## src/rtl/exe_wb_if.sv

```systemverilog
// EXE->WB handshake bundle: the EXE result push side and the register-file write side.
// The stage uses the slave modport; the producer/consumer environment uses master.
interface exe_wb_if #(
  parameter int DSIZE = 32,
  parameter int ASIZE = 5
) ();
  logic             exe_valid;
  logic             exe_ready;
  logic             exe_wen;
  logic [ASIZE-1:0] exe_waddr;
  logic [DSIZE-1:0] exe_wdata;
  logic             wb_valid;
  logic             wb_ready;
  logic             wb_wen;
  logic [ASIZE-1:0] wb_waddr;
  logic [DSIZE-1:0] wb_wdata;

  modport slave (
    input  exe_valid, exe_wen, exe_waddr, exe_wdata, wb_ready,
    output exe_ready, wb_valid, wb_wen, wb_waddr, wb_wdata
  );

  modport master (
    output exe_valid, exe_wen, exe_waddr, exe_wdata, wb_ready,
    input  exe_ready, wb_valid, wb_wen, wb_waddr, wb_wdata
  );
endinterface

```

## src/rtl/exe_wb_stage.sv

```systemverilog
// EXE->WB pipeline boundary: 2-entry skid queue (head = oldest) feeding the
// register-file write port, with a retired-entry counter.
// Optional feature macro: FORWARD_EN -- when defined, in-flight entries are offered
// to ID as bypass data (tail beats head); when undefined all fwd_* outputs are 0.
module exe_wb_stage #(
  parameter int DSIZE = 32,
  parameter int ASIZE = 5,
  parameter int CSIZE = 16
) (
  input  logic             clk,
  input  logic             rst_n,
  exe_wb_if.slave          bus,
  input  logic [ASIZE-1:0] id_rs_addr,
  input  logic [ASIZE-1:0] id_rt_addr,
  output logic             fwd_rs_hit,
  output logic [DSIZE-1:0] fwd_rs_data,
  output logic             fwd_rt_hit,
  output logic [DSIZE-1:0] fwd_rt_data,
  output logic [CSIZE-1:0] retired_cnt
);

  typedef enum logic [1:0] {
    ST_EMPTY = 2'd0,
    ST_ONE   = 2'd1,
    ST_TWO   = 2'd2
  } state_t;

  state_t           state_r;
  logic             exe_ready_r;
  logic             head_valid_r;
  logic             head_wen_r;   // effective write enable: wen & waddr != 0
  logic [ASIZE-1:0] head_waddr_r;
  logic [DSIZE-1:0] head_wdata_r;
  logic             tail_wen_r;
  logic [ASIZE-1:0] tail_waddr_r;
  logic [DSIZE-1:0] tail_wdata_r;
  logic [CSIZE-1:0] cnt_r;

  logic accept_s;
  logic retire_s;
  logic in_wen_s;

  assign accept_s = bus.exe_valid & exe_ready_r;
  assign retire_s = head_valid_r & bus.wb_ready;
  // Writes to r0 are folded into the stored enable so WB and bypass never see them.
  assign in_wen_s = bus.exe_wen & (bus.exe_waddr != {ASIZE{1'b0}});

  // Queue FSM: head/tail storage, occupancy and the registered ready (= next state not full).
  always_ff @(posedge clk or negedge rst_n) begin
    if (!rst_n) begin
      state_r      <= ST_EMPTY;
      exe_ready_r  <= 1'b1;
      head_valid_r <= 1'b0;
      head_wen_r   <= 1'b0;
      head_waddr_r <= {ASIZE{1'b0}};
      head_wdata_r <= {DSIZE{1'b0}};
      tail_wen_r   <= 1'b0;
      tail_waddr_r <= {ASIZE{1'b0}};
      tail_wdata_r <= {DSIZE{1'b0}};
    end else begin
      case (state_r)
        ST_EMPTY: begin
          if (accept_s) begin
            head_valid_r <= 1'b1;
            head_wen_r   <= in_wen_s;
            head_waddr_r <= bus.exe_waddr;
            head_wdata_r <= bus.exe_wdata;
            state_r      <= ST_ONE;
          end
        end
        ST_ONE: begin
          if (accept_s && retire_s) begin
            // Old head leaves, new entry becomes head on the same edge.
            head_wen_r   <= in_wen_s;
            head_waddr_r <= bus.exe_waddr;
            head_wdata_r <= bus.exe_wdata;
          end else if (accept_s) begin
            tail_wen_r   <= in_wen_s;
            tail_waddr_r <= bus.exe_waddr;
            tail_wdata_r <= bus.exe_wdata;
            exe_ready_r  <= 1'b0;
            state_r      <= ST_TWO;
          end else if (retire_s) begin
            head_valid_r <= 1'b0;
            head_wen_r   <= 1'b0;
            head_waddr_r <= {ASIZE{1'b0}};
            head_wdata_r <= {DSIZE{1'b0}};
            state_r      <= ST_EMPTY;
          end
        end
        ST_TWO: begin
          if (retire_s) begin
            // Tail promotes to head; a slot frees, so ready returns next cycle.
            head_wen_r   <= tail_wen_r;
            head_waddr_r <= tail_waddr_r;
            head_wdata_r <= tail_wdata_r;
            tail_wen_r   <= 1'b0;
            tail_waddr_r <= {ASIZE{1'b0}};
            tail_wdata_r <= {DSIZE{1'b0}};
            exe_ready_r  <= 1'b1;
            state_r      <= ST_ONE;
          end
        end
        default: begin
          state_r      <= ST_EMPTY;
          exe_ready_r  <= 1'b1;
          head_valid_r <= 1'b0;
          head_wen_r   <= 1'b0;
          tail_wen_r   <= 1'b0;
        end
      endcase
    end
  end

  // Retired-entry counter, wraps naturally at 2^CSIZE.
  always_ff @(posedge clk or negedge rst_n) begin
    if (!rst_n) begin
      cnt_r <= {CSIZE{1'b0}};
    end else if (retire_s) begin
      cnt_r <= cnt_r + {{(CSIZE-1){1'b0}}, 1'b1};
    end
  end

  assign bus.exe_ready = exe_ready_r;
  assign bus.wb_valid  = head_valid_r;
  assign bus.wb_wen    = head_wen_r;
  assign bus.wb_waddr  = head_waddr_r;
  assign bus.wb_wdata  = head_wdata_r;
  assign retired_cnt   = cnt_r;

`ifdef FORWARD_EN
  logic tail_valid_s;
  assign tail_valid_s = (state_r == ST_TWO);

  // Bypass lookup: {hit, data}; youngest matching entry wins.
  function automatic logic [DSIZE:0] fwd_lookup(input logic [ASIZE-1:0] addr);
    logic [DSIZE:0] res;
    if (tail_valid_s && tail_wen_r && (tail_waddr_r == addr)) begin
      res = {1'b1, tail_wdata_r};
    end else if (head_valid_r && head_wen_r && (head_waddr_r == addr)) begin
      res = {1'b1, head_wdata_r};
    end else begin
      res = {1'b0, {DSIZE{1'b0}}};
    end
    return res;
  endfunction

  // Combinational bypass compare for both ID operands.
  always_comb begin
    {fwd_rs_hit, fwd_rs_data} = fwd_lookup(id_rs_addr);
    {fwd_rt_hit, fwd_rt_data} = fwd_lookup(id_rt_addr);
  end
`else
  logic unused_fwd_s;
  assign unused_fwd_s = ^{id_rs_addr, id_rt_addr};
  assign fwd_rs_hit   = 1'b0;
  assign fwd_rs_data  = {DSIZE{1'b0}};
  assign fwd_rt_hit   = 1'b0;
  assign fwd_rt_data  = {DSIZE{1'b0}};
`endif

endmodule
```

## src/flat_wrapper.sv

```systemverilog
// flat-port wrapper written by rule: the top's interface ports become plain ports
module exe_wb_stage_flat 
#(
  parameter int DSIZE = 32,
  parameter int ASIZE = 5,
  parameter int CSIZE = 16
)
  (clk, rst_n, id_rs_addr, id_rt_addr, fwd_rs_hit, fwd_rs_data, fwd_rt_hit, fwd_rt_data, retired_cnt, bus_exe_valid, bus_exe_wen, bus_exe_waddr, bus_exe_wdata, bus_wb_ready, bus_exe_ready, bus_wb_valid, bus_wb_wen, bus_wb_waddr, bus_wb_wdata);
  exe_wb_if #(.DSIZE(DSIZE), .ASIZE(ASIZE)) bus_i ();
  input  logic clk;
  input  logic rst_n;
  input  logic [ASIZE-1:0] id_rs_addr;
  input  logic [ASIZE-1:0] id_rt_addr;
  output logic fwd_rs_hit;
  output logic [DSIZE-1:0] fwd_rs_data;
  output logic fwd_rt_hit;
  output logic [DSIZE-1:0] fwd_rt_data;
  output logic [CSIZE-1:0] retired_cnt;
  input wire logic [$bits(bus_i.exe_valid)-1:0] bus_exe_valid;
  input wire logic [$bits(bus_i.exe_wen)-1:0] bus_exe_wen;
  input wire logic [$bits(bus_i.exe_waddr)-1:0] bus_exe_waddr;
  input wire logic [$bits(bus_i.exe_wdata)-1:0] bus_exe_wdata;
  input wire logic [$bits(bus_i.wb_ready)-1:0] bus_wb_ready;
  output wire logic [$bits(bus_i.exe_ready)-1:0] bus_exe_ready;
  output wire logic [$bits(bus_i.wb_valid)-1:0] bus_wb_valid;
  output wire logic [$bits(bus_i.wb_wen)-1:0] bus_wb_wen;
  output wire logic [$bits(bus_i.wb_waddr)-1:0] bus_wb_waddr;
  output wire logic [$bits(bus_i.wb_wdata)-1:0] bus_wb_wdata;
  assign bus_i.exe_valid = bus_exe_valid;
  assign bus_i.exe_wen = bus_exe_wen;
  assign bus_i.exe_waddr = bus_exe_waddr;
  assign bus_i.exe_wdata = bus_exe_wdata;
  assign bus_i.wb_ready = bus_wb_ready;
  assign bus_exe_ready = bus_i.exe_ready;
  assign bus_wb_valid = bus_i.wb_valid;
  assign bus_wb_wen = bus_i.wb_wen;
  assign bus_wb_waddr = bus_i.wb_waddr;
  assign bus_wb_wdata = bus_i.wb_wdata;
  exe_wb_stage #(.DSIZE(DSIZE), .ASIZE(ASIZE), .CSIZE(CSIZE)) u_core (.clk(clk), .rst_n(rst_n), .bus(bus_i), .id_rs_addr(id_rs_addr), .id_rt_addr(id_rt_addr), .fwd_rs_hit(fwd_rs_hit), .fwd_rs_data(fwd_rs_data), .fwd_rt_hit(fwd_rt_hit), .fwd_rt_data(fwd_rt_data), .retired_cnt(retired_cnt));
endmodule
```

## config.mk

```make
export PLATFORM = sky130hd
export DESIGN_NAME = exe_wb_stage_flat
export DESIGN_NICKNAME = d
export VERILOG_FILES = /design/src/rtl/exe_wb_if.sv /design/src/rtl/exe_wb_stage.sv /design/src/flat_wrapper.sv
export SDC_FILE = /design/constraint.sdc
export NUM_CORES = 1
export LEC_CHECK = 0
export ABC_AREA = 0
export CELL_PAD_IN_SITES_DETAIL_PLACEMENT = 2
export CELL_PAD_IN_SITES_GLOBAL_PLACEMENT = 2
export CORE_MARGIN = 2
export CORE_UTILIZATION = 27
export CTS_CLUSTER_DIAMETER = 60
export CTS_CLUSTER_SIZE = 8
export DETAILED_ROUTE_END_ITERATION = 6
export MAX_ROUTING_LAYER = met4
export PLACE_DENSITY = 0.85
export SYNTH_ARGS = -nofsm -noshare
export SYNTH_HDL_FRONTEND = slang
export SYNTH_SLANG_ARGS = --single-unit
export TNS_END_PERCENT = 20
```

## constraint.sdc

```tcl
create_clock -name clk -period 2.4 [get_ports clk]
set_input_delay 0.36 -clock clk [delete_from_list [all_inputs] [get_ports clk]]
set_output_delay 0.36 -clock clk [all_outputs]
set_load 0.005 [all_outputs]
```

# ---- Word-level counts from Yosys, hierarchy flattened
# Index checks and enable logic that the tools add are counted.
dict set report word_totals {
  ff_bits 96
  output_inout_bits 122
}
dict set report op_classes {
  addsub 1
  n_eq_ne 11
  mux 37
  bitwise 5
  n_reduce_logical 11
}
# operator count
set op_table {}
lappend op_table {{two-way mux 32 bit} 6}
lappend op_table {{case mux 32 bit (3 select lines)} 1}
lappend op_table {{case mux 32 bit (2 select lines)} 1}
lappend op_table {{two-way mux 5 bit} 6}
lappend op_table {{adder 16 x 1 -> 16 bit (second input constant)} 1}
lappend op_table {{AND reduction 4 bit} 4}
lappend op_table {{case mux 5 bit (3 select lines)} 1}
lappend op_table {{case mux 1 bit (3 select lines)} 4}
lappend op_table {{two-way mux 1 bit} 11}
lappend op_table {{two-way mux 2 bit} 5}
lappend op_table {{case mux 5 bit (2 select lines)} 1}
lappend op_table {{AND reduction 5 bit} 2}
lappend op_table {{inequality test 2 x 1 -> 1 bit (second input constant)} 4}
lappend op_table {{inequality test 3 x 1 -> 1 bit (second input constant)} 2}
lappend op_table {{case mux 2 bit (3 select lines)} 1}
lappend op_table {{nonzero test 5 bit} 1}
lappend op_table {{inequality test 2 bit (second input constant)} 2}
lappend op_table {{AND 1 bit} 3}
lappend op_table {{inequality test 3 bit (second input constant)} 1}
lappend op_table {{nonzero test 3 bit} 1}
lappend op_table {{equality test 2 x 1 -> 1 bit (second input constant)} 1}
lappend op_table {{equality test 2 bit (second input constant)} 1}
lappend op_table {{zero test 2 bit} 1}
lappend op_table {{NOT 1 bit} 2}
lappend op_table {{2 further kinds} 2}

# ---- Longest topological paths before layout
dict set report logic_depth {
  ltp_word 5
  mapped_depth 9
  ltp_nobuf 6
}

# ---- Worst setup path before layout
# Ideal clock, no wire load.
dict set report synth_timing {
  kind {reg2reg}
  startpoint {register u_core.state_r[1]}
  endpoint {register u_core.tail_wdata_r[3]}
  t_arrival_ps 1650
  required_time_ps 2279
  path_slack_ps 629
  stages_incl_launch_ff 8
  n_path_buf 1
  synth_period_minus_slack_ps 1771
  cell_sequence {dfrtp_1 > inv_1 > ha_1 > inv_2 > nor4_4 > a31oi_4 > buf_2 > a22o_1}
}
dict set report synth_via {
  elab_chain_cells 3
  elab_cells_between_ends 8
  classes_between {eq/ne (5); mux (1); reduce/logical (2)}
}
# element line
set synth_lines {}
lappend synth_lines {{start, declared} exe_wb_stage.sv:28} ;# state_t state_r;
lappend synth_lines {{start signal, assigned} exe_wb_stage.sv:51} ;# state_r <= ST_EMPTY;
lappend synth_lines {{start signal, assigned} exe_wb_stage.sv:68} ;# state_r <= ST_ONE;
lappend synth_lines {{start signal, assigned} exe_wb_stage.sv:82} ;# state_r <= ST_TWO;
lappend synth_lines {{equality test 2 x 1 -> 1 bit / equality test 2 bit (equally long branches)} exe_wb_stage.sv:61} ;# case (state_r)
lappend synth_lines {{inequality test 2 x 1 -> 1 bit (no line) (tied with other cells)} -}
lappend synth_lines {{AND reduction 4 bit (no line)} -}
lappend synth_lines {{end signal, assigned} exe_wb_stage.sv:59} ;# tail_wdata_r <= {DSIZE{1'b0}};
lappend synth_lines {{end signal, assigned} exe_wb_stage.sv:80} ;# tail_wdata_r <= bus.exe_wdata;
lappend synth_lines {{end signal, assigned} exe_wb_stage.sv:99} ;# tail_wdata_r <= {DSIZE{1'b0}};
lappend synth_lines {{end, declared} exe_wb_stage.sv:36} ;# logic [DSIZE-1:0] tail_wdata_r;
# Parallel ways exist; a longest one is shown, timed or not.
# A chain may end at the register's enable or synchronous reset.

# ---- Worst setup path in the final report
dict set report layout_timing {
  startpoint {register u_core.state_r[0]}
  endpoint {register u_core.head_wdata_r[30], in the netlist u_core.bus.wb_wdata[30]}
}
dict set report layout_via {
  elab_chain_cells 3
  elab_cells_between_ends 10
  classes_between {eq/ne (6); mux (1); reduce/logical (3)}
}
# element line
set layout_lines {}
lappend layout_lines {{equality test 2 x 1 -> 1 bit (tied with other cells)} exe_wb_stage.sv:61}
lappend layout_lines {{inequality test 3 bit (no line) (tied with other cells)} -}
lappend layout_lines {{AND reduction 5 bit (no line)} -}
lappend layout_lines {{end signal, assigned} exe_wb_stage.sv:56} ;# head_wdata_r <= {DSIZE{1'b0}};
lappend layout_lines {{end signal, assigned} exe_wb_stage.sv:67} ;# head_wdata_r <= bus.exe_wdata;
lappend layout_lines {{end signal, assigned} exe_wb_stage.sv:76} ;# head_wdata_r <= bus.exe_wdata;
lappend layout_lines {{end, declared} exe_wb_stage.sv:33} ;# logic [DSIZE-1:0] head_wdata_r;
# Parallel ways exist; a longest one is shown, timed or not.

==> impl_results.md <==
* Outcome: finished clean
* Count of max-cap constraint violations at 0
* Post-detailed-route wirelength per cell at 17.65 µm
* Post-detailed-route via-to-cell ratio at 4.652
* Worst clock skew at 6.586 ps
* Layout overhead on the synthesized area at 27.17%
* Final-layout setup total negative slack at 0 ps
* Critical path fanouts, max at 38
* Routed WL at 13.13 mm
* Largest incremental delay on the critical path at 420 ps
* Critical-path cell list: inv_1, ha_1, a2bb2oi_1, nor3_2, buf_12, nor2_1, a21oi_1
* Worst slack, placed at 179.1 ps
* Hold crit path type: in -> async
* Mapped Avg Cell Area at 11.33 µm²
* TritonCTS Sinks at 96
* Psw at 809.3 µW
* # nets final at 572
* Area of the die at 18610 µm²
* Worst path required time at 2660 ps
* Placeable core region at 17240 µm²
* Inserted Diodes at 0
* # hold bufs at CTS at 1
* Most frequent standard cell in the layout excluding fill and tap cells: sky130_fd_sc_hd__clkdlybuf4s50_1
* Number of global-route vias before repair at 3711
* Worst Setup Start Kind: flip-flop
* Global-route wire length before repair at 20.71 mm
* Setup slack after layout at 333.2 ps
* Clock latency at the later pin of the worst-skew pair at 350 ps
* TritonCTS clock tree: done
* RSZ-0062 raised after global routing: no
* Number of buffers on the longest clock path at 2
* Overall via count from detail_route at 3461
* Hpwl dp at 9.341 mm
* Achievable clock frequency at 483.8 MHz
* Initial core utilization at 27.47%
* Share of layout cells above drive strength 1 at 14.26%
* Root buffer selected by CTS: sky130_fd_sc_hd__clkbuf_16
* Count of unresolved DRC violations after routing at 0
* Power, Total at 3.328 mW
* DRC marker count from the first detailed-route iteration at 122
* Clock-pin slew on the worst setup and hold paths at 70 ps
* Asr flop ratio synth at 100.0%
* Crit path DAT at 2330 ps
* Summed instance area of the synthesized netlist at 4735 µm²
* Power share of the combinational group at 9.0%
* Syn Inst Count at 418
* Rows at 48
* # setup viols final at 0
* Sequential area share after synthesis at 50.77%
* Commonest non-fill, non-tap cells in the layout: sky130_fd_sc_hd__clkdlybuf4s50_1 (96), sky130_fd_sc_hd__dfrtp_1 (95), sky130_fd_sc_hd__conb_1 (66)
* Count of instances resized after the clock tree is built at 0
* Ports at 174
* GRT overflow at 0
* Areal power density over the cells at 552.8 nW/µm²
* Portion of total power attributed to sequential cells at 50.2%
* Final Max Slew Viols at 0
* Number of buffers created by CTS at 9
* Die X-Extent at 136.4 µm
* Number of distinct library cell variants in the gate-level netlist after synthesis at 43
* Buffers added on ports at 97
* Slowest CP cell: sky130_fd_sc_hd__dfrtp_1
* Post-detailed-route count of antenna-violating nets at 0
* Total number of yosys warnings at 0
* Fillers at 1825
* Leakage at 2.630 nW
* Flip-flop and latch area at 2404 µm²
* Share of total power consumed by net switching at 24.32%
* Peak VDD IR at 0.3976 mV
* Max H-tree Level at 3
* Critical path type: reg -> reg
* Area of the multi-input gates at 1916 µm²
* Routability congestion estimate from global placement at 0.8049
* Number of hold-slack violations in the final timing report at 0
* Overall track demand over capacity in global routing at 14.95%
* Final critical delay including setup and external delays at 2067 ps
* Length of the first detailed-routing pass in iterations at 4
* Number of buffers inserted by post-CTS setup repair at 0
* Most used DFF post-synth: sky130_fd_sc_hd__dfrtp_1
* Maximum number of pins on one net before global-route repair at 43
* Worst hold slack at 447.1 ps
* #FFs+latches synth at 96
* EDFF count, synth at 0
* Initial antenna violation count at 0
* Cell-internal power at 2.519 mW
* Crit. End Element: flip-flop
* Chip height at 136.4 µm
* Period Utilization, post-route at 86.11%
* Clock share of power at 40.8%
power by group through the flow:
stage | Combinational [mW] | Sequential, mW | Clock (mW)
3_3_place_gp | 0.285 | 1.70 | 0
3_5_place_dp | 0.301 | 1.70 | 0
4_1_cts | 0.303 | 1.67 | 1.41
6_report | 0.300 | 1.67 | 1.36
2_1_floorplan | 0.169 | 1.70 | 0
5_1_grt | 0.333 | 1.67 | 1.48
critical path: cells and delay by family (launching register included):
| family | cells | cell delay (ps) |
|---|---|---|
| and+or+nand+nor | 2 | 420 |
| DFF | 1 | 420 |
| adders and majority gates | 1 | 370 |
| buffers and inverters | 2 | 370 |
| AOI/OAI and AO/OA | 2 | 370 |
synthesized netlist by cell type, types with 6 or more instances:
master                    number  area share (%)
sky130_fd_sc_hd__a22o_1       37             6.8
sky130_fd_sc_hd__nand3_1       8            0.85
sky130_fd_sc_hd__a21oi_2      30             5.5
sky130_fd_sc_hd__nor2_1       41             3.3
sky130_fd_sc_hd__dfrtp_1      95              50
sky130_fd_sc_hd__xnor2_1      13             2.4
sky130_fd_sc_hd__a22oi_1      33             5.2
sky130_fd_sc_hd__a21oi_1       9            0.95
sky130_fd_sc_hd__buf_4        68              11
sky130_fd_sc_hd__nand2_1      10            0.79
sky130_fd_sc_hd__ha_1          6             1.6
sky130_fd_sc_hd__buf_2        13             1.4
path summary, 6_finish.rpt:
| check | from | endpoint | slack [ps] | depth (start not counted) |
|---|---|---|---|---|
| worst max-delay path | u_core.state_r[0] | u_core.bus.wb_wdata[30] | 330 | 7 |
| worst min-delay path | rst_n | u_core.retired_cnt[1] | 450 | 2 |
| worst max register to register | u_core.state_r[0] | u_core.bus.wb_wdata[30] | 330 | 7 |
| worst min register to register | u_core.retired_cnt[15] | u_core.retired_cnt[15] | 480 | 1 |
| max in group asynchronous | rst_n | u_core.tail_wdata_r[8] | 1200 | 3 |
| min in group clk | u_core.retired_cnt[15] | u_core.retired_cnt[15] | 480 | 1 |
sequential cells by signal, indices dropped and copies added, names as in the netlist:
signal                count
u_core.bus.exe_ready      1
u_core.bus.wb_valid       1
u_core.bus.wb_waddr       5
u_core.bus.wb_wdata      32
u_core.bus.wb_wen         1
u_core.retired_cnt       16
u_core.state_r            2
u_core.tail_waddr_r       5
u_core.tail_wdata_r      32
u_core.tail_wen_r         1
stage by stage:
step | area, µm² | cells | utilization (%)
5_1_grt | 6021 | 744 | 34.93
4_1_cts | 6021 | 744 | 34.93
2_1_floorplan | 4979 | 483 | -
3_5_place_dp | 5737 | 727 | 33.28
3_3_place_gp | 5737 | 727 | 33.28
6_report | 6021 | 744 | 34.93
cells by family (layout without fill, tap and decap cells):
family,count (synthesis),count (layout),synth area share (%)
compound gates,125,125,22.12
flops,96,96,50.77
xor+xnor,16,16,2.960
mux,3,3,0.6871
other cells,1,66,0.07921
simple gates,77,77,7.744
fa+ha+maj,6,6,1.586
buf+inv,94,130,14.06
cell type report:
class,count,share of cell area [%]
Tap cell,225,4.676
Multi-Input combinational cell,293,31.82
Sequential cell,96,39.92
Clock inverter,5,0.6858
Clock buffer,11,3.865
Inverter,4,0.2494
Timing Repair Buffer,110,18.79
routing by layer:
metal	global-route usage [%]	part of all wire, %
met1	17.23	41
met2	26.07	53
met3	2.088	3.6
met4	6.192	2.0
met5	-	0
Power figures use the tool's default switching activity.
